$ cat src/rtl/div_pkg.sv
// div_pkg: shared FSM type and latency constants for seq_restoring_divider.
// Optional feature macro used by the divider: DIV_SIGNED_EN.
package div_pkg;

   typedef enum logic [1:0] {
      IDLE,
      BUSY,
      DONE
   } div_state_t;

   // Accept edge to out_valid when the divisor is zero.
   localparam int DIV_ZERO_LATENCY = 1;

   // Accept edge to out_valid for a normal division of width n.
   function automatic int div_latency(input int n);
      return n + 1;
   endfunction

endpackage

$ cat src/rtl/div_step.sv
// div_step: one restoring-division step, shift in a dividend bit and
// conditionally subtract the divisor using an invert + carry-in adder.
module div_step
   import div_pkg::*;
#(
   parameter int N = 8
) (
   input  logic [N:0]   r_i,
   input  logic         bit_i,
   input  logic [N-1:0] divisor_i,
   output logic [N:0]   r_o,
   output logic         q_o
);

   logic [N+1:0] shifted;
   logic [N+1:0] dvs_inv;
   logic [N+1:0] diff;
   logic         borrow;

   // Subtract mode: add inverted divisor plus one; a set top bit means
   // the trial went negative, so the partial remainder is restored.
   assign shifted = {r_i, bit_i};
   assign dvs_inv = ~{2'b00, divisor_i};
   assign diff    = shifted + dvs_inv + {{(N+1){1'b0}}, 1'b1};
   assign borrow  = diff[N+1];

   assign r_o = borrow ? shifted[N:0] : diff[N:0];
   assign q_o = ~borrow;

endmodule

$ cat src/rtl/seq_restoring_divider.sv
// seq_restoring_divider: N-bit multi-cycle divider, one quotient bit per clock.
// Define DIV_SIGNED_EN for two's-complement truncating division.
module seq_restoring_divider
   import div_pkg::*;
#(
   parameter int N = 8
) (
   input  logic         clk,
   input  logic         rst_n,
   input  logic         in_valid,
   output logic         in_ready,
   input  logic [N-1:0] dividend,
   input  logic [N-1:0] divisor,
   output logic         out_valid,
   input  logic         out_ready,
   output logic [N-1:0] quotient,
   output logic [N-1:0] remainder,
   output logic         div_by_zero
);

   localparam int CW = $clog2(N + 1);
   localparam logic [CW-1:0] CNT_LAST = CW'(N);
   localparam logic [CW-1:0] CNT_ONE  = CW'(1);
   localparam logic [N-1:0]  ZERO     = '0;

   div_state_t    state_q, state_d;
   logic [CW-1:0] cnt_q, cnt_d;
   logic [N:0]    r_q, r_d;
   // Dividend bits leave at the MSB while quotient bits enter at the LSB.
   logic [N-1:0]  dq_q, dq_d;
   logic [N-1:0]  dsr_q, dsr_d;
   logic          dbz_q, dbz_d;
   logic [N-1:0]  quot_q, quot_d;
   logic [N-1:0]  rem_q, rem_d;
   logic          zero_q, zero_d;

   logic          accept;
   logic [N:0]    r_step;
   logic          q_bit;
   logic [N-1:0]  a_mag;
   logic [N-1:0]  b_mag;
   logic [N-1:0]  q_res;
   logic [N-1:0]  r_src;
   logic [N-1:0]  r_res;

   assign accept = in_valid && (state_q == IDLE);

   // On divide-by-zero the untouched dividend is the remainder.
   assign r_src = dbz_q ? dq_q : r_q[N-1:0];

`ifdef DIV_SIGNED_EN
   logic sq_q, sq_d;
   logic sr_q, sr_d;

   assign a_mag = dividend[N-1] ? (ZERO - dividend) : dividend;
   assign b_mag = divisor[N-1]  ? (ZERO - divisor)  : divisor;
   assign q_res = sq_q ? (ZERO - dq_q)  : dq_q;
   assign r_res = sr_q ? (ZERO - r_src) : r_src;

   // Result signs captured with the operands: quotient by sign mismatch,
   // remainder follows the dividend.
   always_comb begin
      sq_d = sq_q;
      sr_d = sr_q;
      if (accept) begin
         sq_d = dividend[N-1] ^ divisor[N-1];
         sr_d = dividend[N-1];
      end
   end

   // Sign flag registers.
   always_ff @(posedge clk or negedge rst_n) begin
      if (!rst_n) begin
         sq_q <= 1'b0;
         sr_q <= 1'b0;
      end else begin
         sq_q <= sq_d;
         sr_q <= sr_d;
      end
   end
`else
   assign a_mag = dividend;
   assign b_mag = divisor;
   assign q_res = dq_q;
   assign r_res = r_src;
`endif

   div_step #(
      .N(N)
   ) u_step (
      .r_i      (r_q),
      .bit_i    (dq_q[N-1]),
      .divisor_i(dsr_q),
      .r_o      (r_step),
      .q_o      (q_bit)
   );

   // Next-state and datapath control for IDLE / BUSY / DONE.
   always_comb begin
      state_d = state_q;
      cnt_d   = cnt_q;
      r_d     = r_q;
      dq_d    = dq_q;
      dsr_d   = dsr_q;
      dbz_d   = dbz_q;
      quot_d  = quot_q;
      rem_d   = rem_q;
      zero_d  = zero_q;
      unique case (state_q)
         IDLE: begin
            if (in_valid) begin
               state_d = BUSY;
               cnt_d   = '0;
               r_d     = '0;
               dq_d    = a_mag;
               dsr_d   = b_mag;
               dbz_d   = (divisor == ZERO);
            end
         end
         BUSY: begin
            if (dbz_q || (cnt_q == CNT_LAST)) begin
               state_d = DONE;
               quot_d  = dbz_q ? {N{1'b1}} : q_res;
               rem_d   = r_res;
               zero_d  = dbz_q;
            end else begin
               r_d   = r_step;
               dq_d  = {dq_q[N-2:0], q_bit};
               cnt_d = cnt_q + CNT_ONE;
            end
         end
         DONE: begin
            if (out_ready) begin
               state_d = IDLE;
               quot_d  = '0;
               rem_d   = '0;
               zero_d  = 1'b0;
            end
         end
         default: begin
            state_d = IDLE;
         end
      endcase
   end

   // State, working and result registers.
   always_ff @(posedge clk or negedge rst_n) begin
      if (!rst_n) begin
         state_q <= IDLE;
         cnt_q   <= '0;
         r_q     <= '0;
         dq_q    <= '0;
         dsr_q   <= '0;
         dbz_q   <= 1'b0;
         quot_q  <= '0;
         rem_q   <= '0;
         zero_q  <= 1'b0;
      end else begin
         state_q <= state_d;
         cnt_q   <= cnt_d;
         r_q     <= r_d;
         dq_q    <= dq_d;
         dsr_q   <= dsr_d;
         dbz_q   <= dbz_d;
         quot_q  <= quot_d;
         rem_q   <= rem_d;
         zero_q  <= zero_d;
      end
   end

   assign in_ready    = (state_q == IDLE);
   assign out_valid   = (state_q == DONE);
   assign quotient    = quot_q;
   assign remainder   = rem_q;
   assign div_by_zero = zero_q;

endmodule
$ cat config.mk
export PLATFORM = sky130hd
export DESIGN_NAME = seq_restoring_divider
export DESIGN_NICKNAME = d
export VERILOG_FILES = /design/src/rtl/div_pkg.sv /design/src/rtl/div_step.sv /design/src/rtl/seq_restoring_divider.sv
export SDC_FILE = /design/constraint.sdc
export NUM_CORES = 1
export LEC_CHECK = 0
export CORE_UTILIZATION = 25
export CTS_BUF_LIST = sky130_fd_sc_hd__clkbuf_8
export CTS_CLUSTER_DIAMETER = 120
export DETAILED_ROUTE_END_ITERATION = 6
export GPL_TIMING_DRIVEN = 0
export MAX_ROUTING_LAYER = met4
export PLACE_DENSITY = 0.46
export SYNTH_ARGS = -nofsm -noshare
export SYNTH_HDL_FRONTEND = slang
export SYNTH_SLANG_ARGS = --single-unit
$ cat constraint.sdc
create_clock -name clk -period 3.3 [get_ports clk]
set_clock_uncertainty 0.15 [all_clocks]
set_input_delay 0.33 -clock clk [delete_from_list [all_inputs] [get_ports clk]]
set_output_delay 0.33 -clock clk [all_outputs]
set_load 0.05 [all_outputs]
==> results of run 1 <==
-- kinds of logic (layout without fill, tap and decap cells) --
logic type | count (synthesis) | after routing | synth area share, %
AO/OA/AOI/OAI | 72 | 72 | 17.3
flip-flops | 49 | 49 | 46.6
multiplexers | 15 | 15 | 6.09
XOR/XNOR | 9 | 9 | 3.71
adder cells (fa/ha/maj) | 11 | 11 | 5.52
AND/OR/NAND/NOR | 92 | 92 | 15.5
buffers and inverters | 26 | 74 | 5.28
-- final cells by class --
cell class	count	area (sq um)	area share, %
plain buffers	14	93.8	2.82
repair buffers	40	405	12.2
clock inverters	2	37.5	1.13
multi-input cells	199	1260	38.0
inverters	12	45.0	1.35
clock buffers	6	82.6	2.48
well taps	136	170	5.12
flip-flops and latches	49	1230	36.9
-- layer usage --
layer / share of wire, % / track usage, % / routed length, microns
met3: 3.2 / 2.18 / 205
met5: 0 / - / 0
met2: 48 / 21.9 / 3070
met1: 48 / 16.8 / 3100
met4: 1.1 / 3.06 / 74
-- Yosys cell counts, drive strengths merged --
| cell type | number |
|---|---|
| and2 | 1 |
| o22ai | 1 |
| o21ai | 30 |
| nor2b | 3 |
| or3 | 1 |
| nand2 | 49 |
| fa | 1 |
| xor2 | 3 |
| and3 | 2 |
| o21a | 1 |
| nand4 | 1 |
| o2111ai | 1 |
| o211ai | 2 |
| clkbuf | 8 |
| nor2 | 15 |
| buf | 5 |
| nand3 | 13 |
| nor3 | 1 |
| a21oi | 18 |
| mux2 | 2 |
| nor4 | 2 |
| o21bai | 1 |
| o221ai | 1 |
| inv | 12 |
| a21boi | 1 |
| ha | 10 |
| a221oi | 1 |
| or2 | 1 |
| nand2b | 3 |
| a21o | 3 |
| a31oi | 2 |
| bufbuf | 1 |
| a22o | 1 |
| mux2i | 13 |
| dfrtp | 49 |
| xnor2 | 6 |
| o31ai | 9 |
-- layout by cell type, fill, tap and decap left out, types with 2 or more instances in the layout --
master	n
a21o_1	3
a21oi_1	17
a31oi_1	2
buf_4	2
clkbuf_1	8
clkbuf_8	6
clkdlybuf4s50_1	37
dfrtp_1	49
ha_1	10
inv_1	12
mux2_4	2
mux2i_1	13
nand2_1	49
nand2b_1	3
nand3_1	13
nor2_1	15
nor2b_1	3
nor4_1	2
o211ai_1	2
o21ai_0	13
o21ai_1	15
o21ai_2	2
o31ai_1	9
xnor2_1	5
xor2_1	3
-- registers in the layout, summed over array words and instances, names as in the netlist --
signal	cells
state_q	2
dsr_q	8
r_q	9
dbz_q	1
cnt_q	4
quotient	8
dq_q	8
div_by_zero	1
remainder	8
-- final timing paths --
kind	start	endpoint	slack, ns
max in group asynchronous	rst_n	r_q[3]	2.13
min in group clk	remainder[6]	remainder[6]	0.33
worst max register to register	r_q[6]	r_q[1]	0.84
worst max-delay path	state_q[0]	out_valid	0.68
worst min-delay path	rst_n	cnt_q[2]	0.33
worst min register to register	remainder[6]	remainder[6]	0.33
-- metrics by stage --
stage	power, W	instance area [sq um]	worst slack, ns
5_1_grt	0.00382	3330	0.510
3_3_place_gp	0.00306	3180	0.181
4_1_cts	0.00356	3330	0.668
3_5_place_dp	0.00308	3200	0.854
2_1_floorplan	0.00257	2630	1.01
6_report	0.00351	3330	0.679
-- power by group through the flow --
stage,clock (W),sequential (W),combinational [W]
5_1_grt,0.000499,0.00104,0.00227
2_1_floorplan,0,0.00112,0.00145
3_5_place_dp,0,0.00103,0.00205
4_1_cts,0.000479,0.00101,0.00207
3_3_place_gp,0,0.00102,0.00204
6_report,0.000460,0.00101,0.00204
==> metrics, run 1 <==
status complete, no violations; syn_nets 305; total clock sinks 49; CP Data Required Time 2.82 ns; H-tree depth 2; CTS root buf clkbuf_8; fill count ~1100; Worst Path Class, Setup reg -> out; Peak VDD IR around 370 uV; standard-cell row count 37; first drt pass iteration count 4; sequential power share 28.9%; Syn. warnings 0; CTS tree done; Worst slew margin 56.7%; largest area contributor in the netlist dfrtp_1; hold slack ~0.33 ns; measured slew at the worst slew-check pin ~0.65 ns; R2R depth 7; startpoint type of the worst setup path flip-flop; Num CTS Buffers 5; layout cells sized above 1 just over 8%; Setup TNS Final 0 ns; delay-heaviest family, CP buffers and inverters; RSZ-0062 raised after global routing false; peak fanout along the critical path 10; largest net degree at the start of global routing 34; critical path's largest stage delay 0.89 ns; GRT Total Usage a little over an eighth; Worst Path Arrival 2.14 ns; Buf/Inv on CP 2; ANT cells 0; chip width 105 microns; Clock Latency Late Sink approximately 0.31 ns; Period Utilization, post-route 79.4%; global-route wire length before repair 11.1 mm; GP Congestion 0.789; via count just over 2000; combinational share of power between 50 and 60%; post-synthesis sequential area ratio 46.6%; initial antenna violation count 0; top post-synthesis cells by area dfrtp_1 47%, nand2_1 7.0%, mux2i_1 4.9%, ha_1 4.8%, a21oi_1 3.2%; Syn Inst Count approximately 270; Placed Instances 449; Post-CTS Setup Bufs 0; Chip Height around 100 microns; via/cell ratio roughly 4.5; Netlist cell types between 40 and 50; Power Density 1060 mW/mm^2; Nets about 350; fin util between 30% and 40%; count of final setup violators 0; IO buf count 38; CP max stage cell clkdlybuf4s50_1; final non-filler cell total about 460; min Tclk post-route between 2 and 3 ns; post-DP HPWL between 5 and 6 mm; synthesized area per cell 9.60 sq um; CTS Buffer Depth 2; grt ovf 0; wire per inst around 14 microns; number of global-route vias before repair 2179; clock power share 13.1%; DRC 0; # IOs 39; fmax between 300 and 400 MHz; number of routed nets with antenna violations 0; Core ar. 0.0103 sq mm; Clk pin slew, worst setup/hold paths 0.10 ns; Syn-to-layout area delta 26.5%; Net Sw Power around 0.0016 W; leak pwr 1.42 nW; post-synth top area share a little under half; post_cts resized 0; final WL roughly 6.5 mm; post-synthesis instance area approximately 0.0026 sq mm; die area between 0.01 and 0.015 sq mm; hold buffer count at CTS 1; number of max-cap violations 0; P_int between 0.0015 and 0.002 W; Synth Register Bits between 40 and 50; CP Cell Sequence nor2b_1 -> clkbuf_1 -> clkdlybuf4s50_1; switching share of power 45.0%; hold crit path type in -> async; Critical Path Sink Type primary output; stages on the worst setup path 3; Starting Density around a quarter; Slew Limit Fails 0; Hold Vio Cnt, Final 0; Detailed Route Iter0 Violations 46
(Power assumes the default switching activity.)
==> inputs of run 2 (changes only) <==
--- a/config.mk
+++ b/config.mk
@@ -11,7 +11,7 @@
 export DETAILED_ROUTE_END_ITERATION = 6
 export GPL_TIMING_DRIVEN = 0
 export MAX_ROUTING_LAYER = met4
-export PLACE_DENSITY = 0.46
+export PLACE_DENSITY = 0.47
 export SYNTH_ARGS = -nofsm -noshare
 export SYNTH_HDL_FRONTEND = slang
 export SYNTH_SLANG_ARGS = --single-unit
==> constraint.sdc (replaced) <==
create_clock -name clk -period 2.4 [get_ports clk]
set_clock_uncertainty 0.15 [all_clocks]
set_input_delay 0.24 -clock clk [delete_from_list [all_inputs] [get_ports clk]]
set_output_delay 0.24 -clock clk [all_outputs]
set_load 0.05 [all_outputs]
==> metrics, run 2 (synthesized netlist as in run 1, its figures left out) <==
fmax 425 MHz; leak pwr 1.45 nW (+2.1%); final instance area 0.00345 sq mm (+3.8%); Setup crit start r_q[3]; RSZ-0062 raised after global routing true; global-route wire length before repair 10.8 mm (-2.9%); sequential power share 27.6% (-1.3 points); # IOs 39 (unchanged); ANT cells 0 (unchanged); Peak VDD IR 390 uV (+6.7%); Setup TNS Final 0 ns (unchanged); Worst Path Class, Setup reg -> reg; Worst slew margin 54.4% (-2.2 points); final WL 6.54 mm (+1.3%); grt ovf 0 (unchanged); CTS Buffer Depth 2 (unchanged); Worst Path Arrival 2.44 ns (+0.30 ns); count of final setup violators 0 (unchanged); Syn-to-layout area delta 31.3%; Top reg by flops r_q; CTS root buf clkbuf_8; origin of the critical flop-to-flop path r_q[3]; Core ar. 0.0103 sq mm (unchanged); switching share of power 44.9% (-0.11 points); Clk pin slew, worst setup/hold paths 0.10 ns (about the same); fin util 33.6% (+1.2 points); IO buf count 38 (unchanged); min Tclk post-route roughly 2.4 ns; largest net degree at the start of global routing 28 (-18%); chip width 105 microns (unchanged); Detailed Route Iter0 Violations 147 (+220%); Clock Latency Late Sink 0.30 ns (about the same); P_int 0.00281 W (+46%); initial antenna violation count 0 (unchanged); number of max-cap violations 0 (unchanged); layout cells sized above 1 14.6% (+6.6 points); H-tree depth 2 (unchanged); Chip Height 105 microns (unchanged); via/cell ratio 4.50 (+0.88%); hold slack 0.297 ns (-0.0346 ns); Nets 358 (+1.7%); GRT Total Usage 12.9% (-0.33 points); max reg flops 9 (unchanged); standard-cell row count 37 (unchanged); DP Area 0.00320 sq mm (unchanged); most frequent cells in the layout 49 x nand2_1, 45 x dfrtp_1, 36 x clkdlybuf4s50_1; number of routed nets with antenna violations 0 (unchanged); post-DP HPWL 4.95 mm (-2.1%); CTS tree done; wire per inst 14.1 microns (about the same); clock power share 11.9% (-1.2 points); most common cell after layout, fill and taps aside nand2_1; first drt pass iteration count 4 (unchanged); DRC 0 (unchanged); Slew Limit Fails 0 (unchanged); combinational share of power 60.5% (+2.5 points); Period Utilization, post-route a little over nine tenths; CP Data Required Time 2.49 ns (-0.33 ns); GP Congestion 0.852 (+8.0%); Hold Vio Cnt, Final 0 (unchanged); via count 2090 (+2.2%); measured slew at the worst slew-check pin 0.680 ns (+0.0321 ns); startpoint type of the worst setup path flip-flop; status complete, no violations; total clock sinks 49 (unchanged); number of global-route vias before repair 2076 (-4.7%); hold crit path type in -> async; Critical Path Sink Type flip-flop; die area 0.0109 sq mm (unchanged); Starting Density 25.6% (unchanged); Power Density 1480 mW/mm^2 (+40%); Net Sw Power 0.00229 W (+45%); Total Power 0.00510 W (+45%); peak fanout along the critical path 5 (-5); Num CTS Buffers 5 (unchanged)
run 2: cell types whose count changed in the layout (fill, tap and decap cells not counted), sizes merged:
cell	before	now
buf	7	12
clkdlybuf4s50	37	36
clkinv	0	1
xnor2	6	7
dlygate4sd2	0	1
clkbuf	14	13
run 2: final cells by class:
cell class | count | area (sq um)
inverter | 12 | 45.0
buffer | 14 | 96.3
timing repair buffer | 45 | 442
tap | 136 | 170
multi-input combinational | 200 | 1350
fill | 1081 | 6820
clock buffer | 5 | 68.8
sequential | 49 | 1230
clock inverter | 3 | 46.3
run 2: path summary, 6_finish.rpt:
kind / endpoint / slack [ns] / depth (start not counted)
hold / removal: remainder[3] / 0.30 / 2
max in group asynchronous: r_q[4] / 1.26 / 3
min in group clk: remainder[0] / 0.33 / 2
setup / recovery: r_q[1] / 0.05 / 7
hold reg to reg: remainder[0] / 0.33 / 2
setup reg to reg: r_q[1] / 0.05 / 7
run 2: power by group through the flow:
stage,Sequential [W],Combinational [W],Clock (W)
floorplan,0.00154,0.00199,0
global placement,0.00139,0.00281,0
detailed placement,0.00140,0.00284,0
CTS,0.00140,0.00299,0.000643
global route,0.00145,0.00342,0.000667
finish,0.00141,0.00309,0.000609
run 2: per-stage QoR:
stage          setup slack, ns  instances
2_1_floorplan            0.108        274
3_3_place_gp            -0.571        448
3_5_place_dp           -0.0523        449
4_1_cts               0.000811        459
5_1_grt                -0.0398        464
6_report                0.0486        464
run 2: critical path, stage by stage, from the launching register on:
cell and delay (ns):
dfrtp_2 0.45, ha_4 0.23, a21o_1 0.20, a221oi_2 0.25, a21boi_4 0.35, xnor2_4 0.21
mux2_4 0.34, o21ai_2 0.10
run 2: repair_timing:
action / CTS / global route
gates cloned: 1 / 0
endpoints found under the setup margin: 21 / 25
gates resized for setup: 6 / 14
endpoints found under the hold margin: 22 / 0
pin swaps: 1 / 8
buffers inserted: 0 / 5
hold buffers: 1 / 0
run 2: routing by layer:
metal	GRT usage (%)	wire, microns	vias up	share of wire, %
met5	-	0	-	0
met4	2.65	55	0	0.84
met3	2.93	287	6	4.4
met2	20.7	3030	49	46
met1	16.5	3160	985	48
li1	-	-	1050	-
==> patch, RTL diff (config.mk and constraints of run 1) <==
`N` is set to 8 in 2 places; all go to 16.
--- a/src/rtl/div_step.sv
+++ b/src/rtl/div_step.sv
@@ -5,3 +5,3 @@
 #(
-   parameter int N = 8
+   parameter int N = 16
 ) (
--- a/src/rtl/seq_restoring_divider.sv
+++ b/src/rtl/seq_restoring_divider.sv
@@ -5,3 +5,3 @@
 #(
-   parameter int N = 8
+   parameter int N = 16
 ) (
Ports: changed (resized dividend, divisor, quotient and remainder); port bits go from 39 to 71. No check against the original RTL was run, so the function may have changed too.
==> patch against run 1 <==
  * Register-to-register slack got worse by 0.64 ns
  * Synthesized cell count up 92%
  * Final cell count up 91%
  * Worst setup slack lost 0.47 ns
  * Die area rose by 83%
  * Final area increased by 84%
  * Via count grew 100%
  * Routed wire length is 130% higher
  * Area after synthesis increased by 84%
  * Sequential cell count rose by 41
  * Critical path type is now register to register
Power is not shown: default switching activity piles up to over one toggle a cycle in this logic, so the estimate is an artifact.
==> patch: results <==
{
  "status": "finished clean",
  "wl_met1_um": 7080,
  "drt-vias-per-instance": 4.75,
  "grt_util_met3_pct": 3.17,
  "muxShareOfSynthArea_pct": 4.75,
  "buf_share_pct": 14.2,
  "grt_pass1_wl_um": 22700,
  "grtUsageTotal_pct": 15.6,
  "largest_reg_flops": 17,
  "clk_latency_ns": 0.39,
  "dp_cells": 857,
  "multi_input_comb_cells": 379,
  "multi_input_area_share_pct": 38.7,
  "n_all_inverters": 25,
  "synth.area.top_cells": "dfrtp_1, o21ai_0, mux2i_1",
  "critPathArrivalTime_ns": 3.23,
  "drtPass1Iterations": 5,
  "seq_share_pct": 36.8,
  "drive_above_1_share_pct": 5.21,
  "gr-usage-met1_pct": 20.4,
  "grt_max_degree": 54,
  "gp_congestion": 0.859,
  "buffers_excl_clock": 104,
  "r2r_cells": 9,
  "drt_first_iter_violations": 224,
  "htree_levels": 3,
  "dpl_worst_slack_ns": 0.198,
  "fillers": 1969,
  "route.met2.wl_um": 6730,
  "wl_um": 14700,
  "min_path_type": "register to register",
  "syn-num-nets": 581
}
==> patch: changes by cell type after synthesis, moves of 7 or more <==
cell,before,now
a211oi_1,0,16
o22ai_1,1,18
o21ai_1,15,0
dfrtp_1,49,90
inv_1,12,25
mux2i_1,13,23
nor2_1,15,60
ha_1,10,18
clkbuf_1,8,28
o21ai_0,13,71
o31ai_1,9,2
==> patch: final timing paths <==
check | start | end | slack, ns
setup / recovery | r_q[9] | dq_q[0] | 0.20
hold / removal | quotient[10] | quotient[10] | 0.34
setup reg to reg | r_q[9] | dq_q[0] | 0.20
hold reg to reg | quotient[10] | quotient[10] | 0.34
max in group asynchronous | rst_n | r_q[4] | 1.96
min in group asynchronous | rst_n | dsr_q[12] | 0.38
==> patch: worst max-delay path, cell delays in order, from the launching register on <==
cell and delay [ns]:
dfrtp_1 0.46, ha_1 0.40, a21oi_1 0.30, o21ai_2 0.13
a31o_4 0.28, a2111oi_4 0.55, nor2_1 0.15, buf_6 0.20
a222oi_1 0.30, inv_1 0.07
